==> src/rtl/sync_fifo_pkg.sv <==
// Shared constants and elaboration helpers for the parametrised single-clock FIFO.
// The pointer width includes one wrap bit above the memory address.
package sync_fifo_pkg;

    localparam int DEF_WIDTH     = 8;
    localparam int DEF_DEPTH     = 16;
    localparam int DEF_AFULL_TH  = 12;
    localparam int DEF_AEMPTY_TH = 4;
    localparam int DEF_FWFT      = 0;

    function automatic int ptr_w(input int depth);
        return $clog2(depth) + 1;
    endfunction

    // Depth must be a power of two so the wrap bit alone distinguishes full from empty.
    function automatic bit params_ok(input int width, input int depth, input int afull_th,
                                     input int aempty_th, input int fwft);
        bit ok;
        ok = 1'b1;
        if (width < 1)                       ok = 1'b0;
        if (depth < 2)                       ok = 1'b0;
        if ((depth & (depth - 1)) != 0)      ok = 1'b0;
        if (afull_th < 1 || afull_th > depth) ok = 1'b0;
        if (aempty_th < 0)                   ok = 1'b0;
        if (aempty_th >= afull_th)           ok = 1'b0;
        if (fwft != 0 && fwft != 1)          ok = 1'b0;
        return ok;
    endfunction

endpackage

==> src/rtl/fifo_ptr.sv <==
// Binary FIFO pointer with a wrap bit; the low AW bits address the memory.
// Used once for the write side and once for the read side.
module fifo_ptr #(
    parameter int AW = 4
) (
    input  logic          clk,
    input  logic          resetb,
    input  logic          inc,
    output logic [AW:0]   ptr,
    output logic [AW-1:0] addr
);

    always_ff @(posedge clk or negedge resetb) begin
        if (!resetb) begin
            ptr <= '0;
        end else if (inc) begin
            ptr <= ptr + (AW + 1)'(1);
        end
    end

    assign addr = ptr[AW-1:0];

endmodule

==> src/rtl/sync_fifo_param.sv <==
// Parametrised single-clock FIFO with occupancy count, almost-full/almost-empty
// thresholds, optional first-word-fall-through output and sticky error flags.
module sync_fifo_param
    import sync_fifo_pkg::*;
#(
    parameter int WIDTH     = DEF_WIDTH,
    parameter int DEPTH     = DEF_DEPTH,
    parameter int AFULL_TH  = DEF_AFULL_TH,
    parameter int AEMPTY_TH = DEF_AEMPTY_TH,
    parameter int FWFT      = DEF_FWFT
) (
    input  logic                     clk,
    input  logic                     resetb,
    input  logic                     wr,
    input  logic [WIDTH-1:0]         din,
    input  logic                     rd,
    input  logic                     clr_err,
    output logic [WIDTH-1:0]         dout,
    output logic                     full,
    output logic                     empty,
    output logic                     afull,
    output logic                     aempty,
    output logic [$clog2(DEPTH):0]   count,
    output logic                     ovf,
    output logic                     udf
);

    localparam int AW = $clog2(DEPTH);
    localparam int PW = ptr_w(DEPTH);

    if (!params_ok(WIDTH, DEPTH, AFULL_TH, AEMPTY_TH, FWFT)) begin : g_param_err
        $error("sync_fifo_param: illegal parameters WIDTH=%0d DEPTH=%0d AFULL_TH=%0d AEMPTY_TH=%0d FWFT=%0d",
               WIDTH, DEPTH, AFULL_TH, AEMPTY_TH, FWFT);
    end

    localparam logic [PW-1:0] DEPTH_C  = PW'(DEPTH);
    localparam logic [PW-1:0] AFULL_C  = PW'(AFULL_TH);
    localparam logic [PW-1:0] AEMPTY_C = PW'(AEMPTY_TH);

    logic [PW-1:0]    wr_ptr;
    logic [PW-1:0]    rd_ptr;
    logic [AW-1:0]    wr_addr;
    logic [AW-1:0]    rd_addr;
    logic             wr_en;
    logic             rd_en;
    logic [WIDTH-1:0] mem [DEPTH];

    // wr/rd are requests, not handshakes: a request is taken on the rising edge
    // only if full (for wr) or empty (for rd) was low before that edge; a refused
    // request is dropped and recorded in ovf/udf. full/empty are the only ready
    // indications and never depend combinationally on wr or rd.
    assign wr_en = wr & ~full;
    assign rd_en = rd & ~empty;

    fifo_ptr #(.AW(AW)) u_wr_ptr (
        .clk    (clk),
        .resetb (resetb),
        .inc    (wr_en),
        .ptr    (wr_ptr),
        .addr   (wr_addr)
    );

    fifo_ptr #(.AW(AW)) u_rd_ptr (
        .clk    (clk),
        .resetb (resetb),
        .inc    (rd_en),
        .ptr    (rd_ptr),
        .addr   (rd_addr)
    );

    always_ff @(posedge clk) begin
        if (wr_en) begin
            mem[wr_addr] <= din;
        end
    end

    // Modular subtraction over the wrap bit yields 0..DEPTH directly.
    assign count  = wr_ptr - rd_ptr;
    assign full   = (count == DEPTH_C);
    assign empty  = (count == '0);
    assign afull  = (count >= AFULL_C);
    assign aempty = (count <= AEMPTY_C);

    if (FWFT != 0) begin : g_fwft
        // Head word is shown as soon as it is stored; rd acknowledges it.
        assign dout = mem[rd_addr];
    end else begin : g_reg_read
        always_ff @(posedge clk or negedge resetb) begin
            if (!resetb) begin
                dout <= '0;
            end else if (rd_en) begin
                dout <= mem[rd_addr];
            end
        end
    end

    // A new error in the same cycle as clr_err keeps the flag set.
    always_ff @(posedge clk or negedge resetb) begin
        if (!resetb) begin
            ovf <= 1'b0;
            udf <= 1'b0;
        end else begin
            if (wr && full) begin
                ovf <= 1'b1;
            end else if (clr_err) begin
                ovf <= 1'b0;
            end
            if (rd && empty) begin
                udf <= 1'b1;
            end else if (clr_err) begin
                udf <= 1'b0;
            end
        end
    end

endmodule

==> config.mk <==
export PLATFORM = sky130hd
export DESIGN_NAME = sync_fifo_param
export DESIGN_NICKNAME = d
export VERILOG_FILES = /design/src/rtl/sync_fifo_pkg.sv /design/src/rtl/fifo_ptr.sv /design/src/rtl/sync_fifo_param.sv
export SDC_FILE = /design/constraint.sdc
export NUM_CORES = 1
export LEC_CHECK = 0
export ABC_AREA = 1
export CAP_MARGIN = 20
export CORE_ASPECT_RATIO = 0.8
export CORE_MARGIN = 2
export CORE_UTILIZATION = 45
export CTS_CLUSTER_DIAMETER = 120
export CTS_CLUSTER_SIZE = 28
export DETAILED_ROUTE_END_ITERATION = 7
export GPL_TIMING_DRIVEN = 0
export PLACE_DENSITY = 0.68
export SLEW_MARGIN = 20
export SYNTH_ARGS = -nofsm -noshare
export SYNTH_HDL_FRONTEND = slang
export SYNTH_SLANG_ARGS = --single-unit
==> constraint.sdc <==
create_clock -name clk -period 5.1 [get_ports clk]
set_input_delay 1.02 -clock clk [delete_from_list [all_inputs] [get_ports clk]]
set_output_delay 1.02 -clock clk [all_outputs]
set_load 0.01 [all_outputs]
==> summary.md, run 1 <==
| Metric | Value |
|---|---|
| Pin count of the biggest net entering global routing | 21 |
| Post-Syn Area | 0.006820 mm^2 |
| Placement Setup Slack | 1.590 ns |
| XOR/XNOR share of the synthesized area | 0.008989 |
| Die ar. | 0.01616 mm^2 |
| Reg2reg path depth | 12 |
| Synth cell count leaders | nand2_1, edfxtp_1, inv_1, nand3_1, nor2_1 |
| DRT Wirelength | 16430 um |
| Skew-Pair Late Insertion Delay | 0.42 ns |
| Layout Nets | 782 |
| Post-synthesis sequential element count | 148 |
| FF-to-FF setup slack | 1.99 ns |
| Period utilisation layout | 0.7783 |
| Fmax achieved | 251.9 MHz |
| CTS H-tree depth | 4 |
| Internal power | 3.089 mW |
| Mux cell area share after synthesis | 0 |
| RR Startpoint | u_rd_ptr.ptr[1]$_DFFE_PN0P_ |
| Sequential Power Share | 0.319 |
| Ys Warns | 0 |
| Main combinational cell family by area after synthesis | simple AND/OR/NAND/NOR gates |
| Clock Power Share | 0.275 |
| Crit path launch | u_rd_ptr.ptr[3]$_DFFE_PN0P_ |
| CP Capture Type | output pin |
| Cells after synthesis | 710 |
| Largest fanout on the critical path | 10 |
| Final min period | 3.970 ns |
| RSZ-0062 raised after global routing | no |
| Slew Viols, Final | 0 |
| Hold WC Path Type | reg -> reg |
| Syn_nets | 733 |
| Net Switching | 1.908 mW |
| Placement Rows | 40 |
| Wire length on met2 | 7619 um |
| Startpoint class of the critical path | flop |
| Top cells by area, synth | edfxtp_1, nand2_1, dfrtp_1 |
| Worst reg2reg endpoint | mem[12][5]$_DFFE_PP_ |
| Top-area cell type share of the netlist area | 0.5636 |
| CTS Buffer Depth | 2 |
| Total gr overflow | 0 |
| Wire per inst | 17.11 um |
| Critical Path RT | 4.08 ns |
| Global-route wire length before repair | 25860 um |
| Initial antenna violation count | 0 |
| P_leak | 3.513 nW |
| CTS Hold Bufs | 0 |
| Slew headroom | 0.3469 |
| IO Port Bufs | 30 |
| Vias | 4800 |
| I/O pin total | 32 |
| Core Util, Final | 0.5368 |
| Pwr dens | 624.2 mW/mm^2 |
| Synth Flop Type | edfxtp_1 |
| Comb power frac | 0.407 |
| Final WS setup | 1.130 ns |
| Status | completed |
| CTS Root Cell | clkbuf_16 |
| Number of enable flip-flop cells after synthesis | 128 |
| Worst-Margin Slew | 0.9766 ns |
| CTS sink cnt | 148 |
| Hold Path Depth | 2 |
| Post-DR vias/cell | 5.000 |
| WL met1 | 7522 um |
| Remaining antenna violation count | 0 |
| Final Hold Vio Count | 0 |
| CTS tree | done |
| Syn-to-layout area delta | 17.39% |
| Die height | 114.1 um |
| Total CTS buffers | 17 |
| DRT iter0 DRCs | 543 |
| Fillers | 1315 |
| Pre-Repair DR Iteration Count | 6 |
| Worst Hold End | dout[2]$_DFFE_PN0P_ |
| Routability cong. | 0.9361 |
| Die X | 141.6 um |
| Clock Skews | 0.006870 ns |
| Post-CTS setup buffers | 0 |
| Average cell area after synthesis | 9.606 um^2 |
| HPWL after DPL | 11380 um |
| Starting Density | 0.4573 |
| Peak supply drop | 0.3054 mV |
| Clock-pin slew on the worst setup and hold paths | 0.06 ns |
| Vias in the first global route | 4734 |
| Switching Share | 0.3819 |
| Register area | 0.004344 mm^2 |
| Hold Path Origin | dout[2]$_DFFE_PN0P_ |
| CP Class | reg -> out |
| Synth Area in Simple Gates | 0.2511 |
| Max-Cap Viols | 0 |
| Data arrival, critical path | 2.95 ns |
| Global Route Usage Sum | 0.2189 |
| Asr flop ratio synth | 0.1351 |
| Post-synthesis compound-gate area fraction | 0.009906 |
| Drc violations | 0 |
| # setup viols final | 0 |
| Total negative slack | 0 ns |
| Top Metal Used | met4 |
| Routed wl met3 | 1106 um |
| Core area | 0.01491 mm^2 |
| N_diodes | 0 |
| Cts repair resizes | 0 |
| Count leader, synth | nand2_1 |
| Library cells used by synthesis | 26 |
| Synth Area in Adders | 0.01945 |
| Sequential area share after synthesis | 0.6369 |
| Fraction of layout cells with a size suffix above 1 | 0.08949 |
| Cell taking the most area after synthesis | edfxtp_1 |
| Multi-input gate area | 0.001974 mm^2 |
state kept, by name, indices dropped and copies added (netlist names):
signal,count
ovf,1
u_rd_ptr.ptr,5
udf,1
dout,8
mem,128
u_wr_ptr.ptr,5
cells by family after synthesis:
family | count (synthesis)
xor gates and xnor gates | 7
adders and majority gates | 10
and+or+nand+nor | 409
buffers and inverters | 124
AOI/OAI and AO/OA | 12
DFF | 148
how the worst max path moves through the flow:
stage	end	slack (ns)	cells past startpoint
final	full	1.13	11
after global routing	full	0.92	11
after CTS	full	1.13	11
after detailed placement	aempty	1.59	10
after global placement	full	1.60	11
after floorplan	aempty	2.28	10
worst max-delay path: stages, from the launching register on:
cell             delay (ns)
dfrtp_1                0.40
inv_1                  0.07
clkbuf_1               0.38
ha_1                   0.37
nand2_1                0.12
nand2_1                0.05
nor2_1                 0.14
nand2_1                0.08
nand2_2                0.13
nand3_4                0.14
inv_1                  0.10
clkdlybuf4s50_1        0.54
final cells by class:
class / instances / area share
repair buffers: 30 / 0.03751
multi-input cells: 438 / 0.2466
flip-flops and latches: 148 / 0.5426
well taps: 189 / 0.02954
clock buffers: 17 / 0.05313
clock inverters: 14 / 0.02797
plain buffers: 26 / 0.01672
inverters: 98 / 0.04594
placed cells by master, fill, tap and decap left out, types with 2 or more instances in the layout:
| master | netlist | routed |
|---|---|---|
| inv_6 | 0 | 4 |
| nor2_2 | 7 | 7 |
| clkinv_4 | 0 | 3 |
| nand2_2 | 2 | 2 |
| nand2_1 | 287 | 287 |
| buf_6 | 2 | 2 |
| clkdlybuf4s50_1 | 0 | 30 |
| clkbuf_16 | 0 | 17 |
| xor2_1 | 4 | 4 |
| inv_1 | 94 | 94 |
| nor2_1 | 33 | 33 |
| ha_1 | 9 | 9 |
| buf_2 | 17 | 17 |
| xnor2_1 | 3 | 3 |
| nand3_4 | 2 | 2 |
| edfxtp_1 | 128 | 128 |
| inv_2 | 2 | 2 |
| nand2_4 | 3 | 3 |
| nand3_1 | 73 | 73 |
| clkbuf_1 | 6 | 6 |
| o21ai_0 | 9 | 9 |
| bufinv_16 | 0 | 5 |
| clkinv_1 | 2 | 2 |
| dfrtp_1 | 20 | 20 |
layer usage:
layer,global-route usage,vias up
met3,0.05353,16
met5,0,-
met2,0.3430,151
met4,0.04533,0
li1,-,2358
met1,0.3147,2275
power by group through the flow:
| stage | registers [mW] | clock network, mW | logic, mW |
|---|---|---|---|
| after floorplan | 1.60 | 0 | 1.30 |
| after global placement | 1.61 | 0 | 1.98 |
| after detailed placement | 1.62 | 0 | 2.01 |
| after CTS | 1.59 | 1.39 | 2.03 |
| after global routing | 1.61 | 1.44 | 2.27 |
| final | 1.59 | 1.37 | 2.03 |
metrics by stage:
| step | power (mW) | std cells | instance area [um^2] | hold slack [ns] |
|---|---|---|---|---|
| floorplan | 2.900 | 710 | 6820 | 0.4634 |
| global placement | 3.591 | 929 | 7357 | 0.4693 |
| detailed placement | 3.626 | 929 | 7357 | 0.4673 |
| CTS | 5.011 | 960 | 8006 | 0.4966 |
| global route | 5.323 | 960 | 8006 | 0.5234 |
| finish | 4.998 | 960 | 8006 | 0.4949 |
(Power assumes the default switching activity.)
==> run 2: changes to the inputs <==
--- a/config.mk
+++ b/config.mk
@@ -14,7 +14,7 @@
 export CTS_CLUSTER_SIZE = 28
 export DETAILED_ROUTE_END_ITERATION = 7
 export GPL_TIMING_DRIVEN = 0
-export PLACE_DENSITY = 0.68
+export PLACE_DENSITY = 0.71
 export SLEW_MARGIN = 20
 export SYNTH_ARGS = -nofsm -noshare
 export SYNTH_HDL_FRONTEND = slang
==> constraint.sdc (replaced) <==
create_clock -name clk -period 3.3 [get_ports clk]
set_input_delay 0.66 -clock clk [delete_from_list [all_inputs] [get_ports clk]]
set_output_delay 0.66 -clock clk [all_outputs]
set_load 0.01 [all_outputs]
==> run 2 against run 1 <==
Net effect: sequential power is 54% higher; critical path depth stayed put; sequential share of layout area is 0.38 points higher; routed wire length is 3.6% lower; die area stayed put; combinational power is 59% higher; global-route usage is 0.91 points lower; largest cell class unchanged; largest power group unchanged; non-clock buffer count is 1 higher.
==> summary.md, run 2 (same netlist as run 1, synthesis figures left out) <==
| Metric | Value |
|---|---|
| IO Port Bufs | 30 |
| Period utilisation layout | 0.9561 |
| CP max stage delay | 0.53 ns |
| Slew headroom | 0.3683 |
| DRT Wirelength | 15830 um |
| Multi-input gate area | 0.001987 mm^2 |
| Startpoint class of the critical path | flop |
| RR Startpoint | u_rd_ptr.ptr[0]$_DFFE_PN0P_ |
| Global-route wire length before repair | 24910 um |
| Starting Density | 0.4573 |
| CP Class | reg -> out |
| CTS tree | done |
| CTS H-tree depth | 4 |
| Crit-path slowest cell | clkdlybuf4s50_1 |
| FF-to-FF setup slack | 0.40 ns |
| Global Route Usage Sum | 0.2098 |
| Cells along the critical path | buf_6 -> inv_8 -> ha_1 -> a21oi_2 -> nand2_1 -> nand2_1 -> nand2_4 -> inv_1 -> nand2_1 -> nand2_1 -> clkdlybuf4s50_1 |
| Routability cong. | 0.9202 |
| Hold WC Path Type | reg -> reg |
| Die ar. | 0.01616 mm^2 |
| Pin count of the biggest net entering global routing | 21 |
| Placed cell area | 0.007357 mm^2 |
| Status | completed |
| Initial antenna violation count | 0 |
| Final Hold Vio Count | 0 |
| Remaining antenna violation count | 0 |
| Fin cells | 962 |
| RSZ-0062 raised after global routing | no |
| P_leak | 3.494 nW |
| Vias in the first global route | 4574 |
| CP Capture Type | output pin |
| Critical Path RT | 2.64 ns |
| Syn-to-layout area delta | 16.60% |
| HPWL after DPL | 10610 um |
| Die height | 114.1 um |
| Tot Pwr | 7.466 mW |
| Vias | 4889 |
| CTS sink cnt | 148 |
| Placement Setup Slack | 0.1446 ns |
| WP buf/inv | 4 |
| I/O pin total | 32 |
| Crit path launch | u_rd_ptr.ptr[1]$_DFFE_PN0P_ |
| Fillers | 1311 |
| WL met1 | 6839 um |
| Post-route design area | 0.007953 mm^2 |
| Most used cell, CP | nand2_1 |
| Routed wl met3 | 1525 um |
| Number of cells on the critical path | 11 |
| DRT iter0 DRCs | 477 |
| Clock-pin slew on the worst setup and hold paths | 0.06 ns |
| Worst setup path end | afull |
| Most frequent cells in the layout | nand2_1, edfxtp_1, inv_1, nand3_1, nor2_1 |
| # setup viols final | 0 |
| Register area | 0.004345 mm^2 |
| Worst-Margin Slew | 0.9446 ns |
| Skew-Pair Late Insertion Delay | 0.42 ns |
| CTS Buffer Depth | 2 |
| Die X | 141.6 um |
| Placed Instances | 929 |
| Final WS setup | 0.1448 ns |
| Total CTS buffers | 17 |
| Data arrival, critical path | 2.50 ns |
| Largest fanout on the critical path | 16 |
| Reg2reg path depth | 10 |
| Slew Viols, Final | 0 |
| Clock Skews | 0.01015 ns |
| Layout Nets | 783 |
| Biggest register | mem |
| Worst reg2reg endpoint | mem[12][1]$_DFFE_PP_ |
| Peak supply drop | 0.4861 mV |
| Total gr overflow | 0 |
| Top Metal Used | met4 |
| Pre-Repair DR Iteration Count | 7 |
| Wire length on met2 | 7225 um |
| Fmax achieved | 316.9 MHz |
| Commonest non-fill, non-tap cell in the layout | nand2_1 |
| Fraction of layout cells with a size suffix above 1 | 0.09702 |
| Wire per inst | 16.45 um |
| Largest registers | mem: 128 flops, dout: 8 flops |
| Drc violations | 0 |
| Delay-heaviest family, CP | buffers and inverters |
| Max FFs per register | 128 |
| Post-DR vias/cell | 5.082 |
| CTS Root Cell | clkbuf_16 |
| Pwr dens | 938.8 mW/mm^2 |
| Core area | 0.01491 mm^2 |
| Placement Rows | 40 |
| N_diodes | 0 |
| Final min period | 3.155 ns |
| Max-Cap Viols | 0 |
[run 2: cell count changes in the layout (fill, tap and decap cells not counted), moves of 2 or more]
cell,delta
bufinv_16,-5
clkinvlp_4,+4
buf_4,+3
clkdlybuf4s50_1,-3
inv_8,+3
buf_2,-2
dlygate4sd2_1,+2
[run 2: worst min-delay path by stage]
stage	to	slack, ns	startpoint	cells after the start
final	dout[1]$_DFFE_PN0P_	0.48	dout[1]$_DFFE_PN0P_	2
after floorplan	dout[0]$_DFFE_PN0P_	0.36	resetb	0
after CTS	dout[6]$_DFFE_PN0P_	0.49	dout[6]$_DFFE_PN0P_	2
after global routing	dout[3]$_DFFE_PN0P_	0.51	dout[3]$_DFFE_PN0P_	2
after detailed placement	dout[7]$_DFFE_PN0P_	0.47	dout[7]$_DFFE_PN0P_	2
after global placement	dout[3]$_DFFE_PN0P_	0.47	dout[3]$_DFFE_PN0P_	2
[run 2: final cells by class]
type,instances,share of cell area
plain buffers,24,0.01652
clock buffers,18,0.05396
clock inverters,14,0.01495
inverters,98,0.04799
multi-input cells,438,0.2498
flip-flops and latches,148,0.5464
well taps,189,0.02974
repair buffers,33,0.04059
[run 2: power by group]
part / internal (mW) / total (mW) / switching, mW / leakage, nW
Clock: 0.981 / 1.79 / 0.808 / 0.258
Combinational: 1.15 / 3.22 / 2.07 / 1.83
Sequential: 2.31 / 2.45 / 0.145 / 1.41
Total: 4.44 / 7.47 / 3.02 / 3.49
[run 2: metrics by stage]
step           hold WS, ns    util  TNS (ns)
6_report            0.4838  0.5332         0
5_1_grt             0.5110  0.5332         0
3_3_place_gp        0.4676  0.4933         0
2_1_floorplan       0.3644       -         0
4_1_cts             0.4917  0.5324  -0.06217
3_5_place_dp        0.4721  0.4933         0
[run 2: routing by layer]
layer | GRT usage | vias to the layer above
met5 | 0 | -
met4 | 0.06333 | 0
met3 | 0.05270 | 22
met2 | 0.3282 | 200
met1 | 0.2927 | 2308
li1 | - | 2359
[run 2: timing repair]
| action | 4_1_cts | 5_1_grt |
|---|---|---|
| setup endpoints to repair | 6 | 2 |
| resized for setup | 9 | 5 |
| gates cloned | 0 | 0 |
| hold buffers | 0 | 0 |
| setup buffers | 3 | 0 |
[run 2: worst register-to-register path, delay by kind of cell (launching register included)]
kind | cells | cell delay, ns
flops | 1 | 0.42
fa+ha+maj | 2 | 0.64
simple gates | 7 | 1.29
buf+inv | 1 | 0.17
==> run 3: changes to the inputs <==
--- a/config.mk
+++ b/config.mk
@@ -11,7 +11,6 @@
 export CORE_MARGIN = 2
 export CORE_UTILIZATION = 45
 export CTS_CLUSTER_DIAMETER = 120
-export CTS_CLUSTER_SIZE = 28
 export DETAILED_ROUTE_END_ITERATION = 7
 export GPL_TIMING_DRIVEN = 0
 export PLACE_DENSITY = 0.71
==> results of run 3 <==
No change in the layout: final DEF, timing and power equal those of run 2.
==> variant, RTL diff (flow settings as in run 3) <==
Set the package constant `DEF_WIDTH` to 6 (it was 8).
--- a/src/rtl/sync_fifo_pkg.sv
+++ b/src/rtl/sync_fifo_pkg.sv
@@ -3,5 +3,5 @@
 package sync_fifo_pkg;
 
-    localparam int DEF_WIDTH     = 8;
+    localparam int DEF_WIDTH     = 6;
     localparam int DEF_DEPTH     = 16;
     localparam int DEF_AFULL_TH  = 12;
Interface: changed (resized din and dout); port bits go from 32 to 28. No check against the original RTL was run, so the function may have changed too.
==> variant against run 3 <==
  * Clock power decreased by 3%
  * Highest routed layer unchanged
  * Largest power group unchanged
  * Synthesized area decreased by 19%
  * Register-to-register slack improved by 0.15 ns
  * Setup slack got worse by 0.022 ns
  * Sequential cell count decreased by 34
  * Wire length decreased by 22%
  * Maximum frequency decreased by 0.68%
  * Total power decreased by 12%
  * Cell area decreased by 17%
==> variant: results (changes against run 3) <==
Run status:
- Status: finished, final reports clean (unchanged).

Logic synthesis:
- The post-synth net total is 593 (was 733).
- Leading post-synthesis cells by cell area: sky130_fd_sc_hd__edfxtp_1 (52%), sky130_fd_sc_hd__nand2_1 (14%), sky130_fd_sc_hd__dfrtp_1 (8.2%), sky130_fd_sc_hd__nand3_1 (5.4%), sky130_fd_sc_hd__inv_1 (5.0%) (was sky130_fd_sc_hd__edfxtp_1 (56%), sky130_fd_sc_hd__nand2_1 (16%), sky130_fd_sc_hd__dfrtp_1 (7.3%), sky130_fd_sc_hd__nand3_1 (5.4%), sky130_fd_sc_hd__inv_1 (5.2%)).
- The post-synthesis sequential area ratio came to 0.606 (was 0.637).
- The number of distinct library cells after synthesis is 28 (was 26).
- The proportion of register bits with asynchronous set or reset after synthesis is 0.158 (was 0.135).
- The instance count of the mapped netlist was 572 (was 710).
- Synth cell count leaders: sky130_fd_sc_hd__nand2_1 (207), sky130_fd_sc_hd__edfxtp_1 (96), sky130_fd_sc_hd__inv_1 (73) (was sky130_fd_sc_hd__nand2_1 (287), sky130_fd_sc_hd__edfxtp_1 (128), sky130_fd_sc_hd__inv_1 (94)).

Layout:
- The final-layout fill cell count is 1027 (was 1311).
- Registers with the most flip-flops: mem x96, dout x6 (was mem x128, dout x8).
- The share of post-route cells with drive strength above 1 was 0.147 (was 0.0970).
- The post-synthesis to final-layout area growth is 19.5% (was 16.6%).
- The number of standard cells in the final layout excluding fillers came to 786 (was 962).
- The final layout net count is 642 (was 783).

Critical path:
- The startpoint of the worst register-to-register path is u_rd_ptr.ptr[3] (was u_rd_ptr.ptr[0]).
- The maximum fanout along the worst path is 10 (was 16).

STA:
- The minimum setup slack in the final design is 0.123 ns (was 0.145 ns).
- The worst hold margin came to 0.488 ns (was 0.484 ns).
- The post-route clock skew is 0.00503 ns (was 0.0102 ns).
- The relative max-transition margin was 0.420 (was 0.368).

Detailed routing:
- The detailed-route vias per instance was 5.05 (was 5.08).
- The detailed-router iteration count before antenna repair is 5 (was 7).
- The number of violations reported at the end of detailed-routing iteration 0 came to 333 (was 477).

Global route:
- The global-route wire length before repair is 19600 µm (was 24900 µm).
- The pin count of the biggest net entering global routing came to 19 (was 21).
- The via count of the first global-routing pass came to 3794 (was 4574).

Clocking:
- The number of buffers created by CTS was 17 (unchanged).

Power and ir drop:
- The highest ir drop seen on vdd is 0.564 mV (was 0.486 mV).
- The cell leakage power is 2.92 nW (was 3.49 nW).
- The internal power summed over all cells is 4.01 mW (was 4.44 mW).

Placed design:
- The cell area reported after detailed placement was 5960 µm² (was 7360 µm²).
- The placed wire-length estimate is 8620 µm (was 10600 µm).
- The post-placement worst setup slack is -0.0186 ns (was 0.145 ns).
- The number of buffers inserted by port buffering is 27 (was 30).
- The total placed cells including tap cells was 751 (was 929).

Die:
- The width of the chip was 128 µm (was 142 µm).

Min path:
- The start point of the worst hold path is dout[5] (was dout[1]).
## variant: kinds of logic after synthesis
kind of cell    count (synthesis)  share of synthesized area
fa+ha+maj                      10                     0.0241
buf+inv                        99                     0.0797
xor+xnor                        6                    0.00956
flops                         114                      0.606
simple gates                  332                      0.268
compound gates                 11                     0.0121
## variant: power by group through the flow
stage                     Sequential, mW  Clock [mW]  Combinational (mW)
final                               1.90        1.73                2.95
after global routing                1.92        1.79                3.27
after CTS                           1.90        1.74                2.94
after detailed placement            1.93           0                2.88
after global placement              1.93           0                2.81
after floorplan                     1.92           0                1.93
## variant: final timing paths
| path | end | depth (start not counted) |
|---|---|---|
| min | dout[5] | 2 |
| max reg2reg | mem[12][2] | 10 |
| min in group asynchronous | dout[5] | 1 |
| max | count[3] | 10 |
| max in group asynchronous | u_rd_ptr.ptr[1] | 1 |
| min reg2reg | dout[5] | 2 |
## variant: cell type report
| type | count | share of cell area |
|---|---|---|
| tap | 152 | 0.0289 |
| clock buffer | 28 | 0.0836 |
| timing repair buffer | 30 | 0.0444 |
| multi-input combinational | 359 | 0.263 |
| clock inverter | 4 | 0.00305 |
| inverter | 78 | 0.0461 |
| buffer | 21 | 0.0230 |
| sequential | 114 | 0.508 |
## variant: repair_timing
item | 4_1_cts | 5_1_grt
pin swaps | 0 | 1
setup endpoints to repair | 5 | 1
resized for setup | 11 | 2
buffers inserted | 3 | 0
## variant: metal layers
| metal | vias up | GRT usage | wire [µm] |
|---|---|---|---|
| met1 | 1880 | 0.281 | 5760 |
| li1 | 1923 | - | - |
| met2 | 146 | 0.306 | 5500 |
| met4 | 0 | 0.0879 | 204 |
| met3 | 21 | 0.0472 | 881 |
| met5 | - | 0 | 0 |
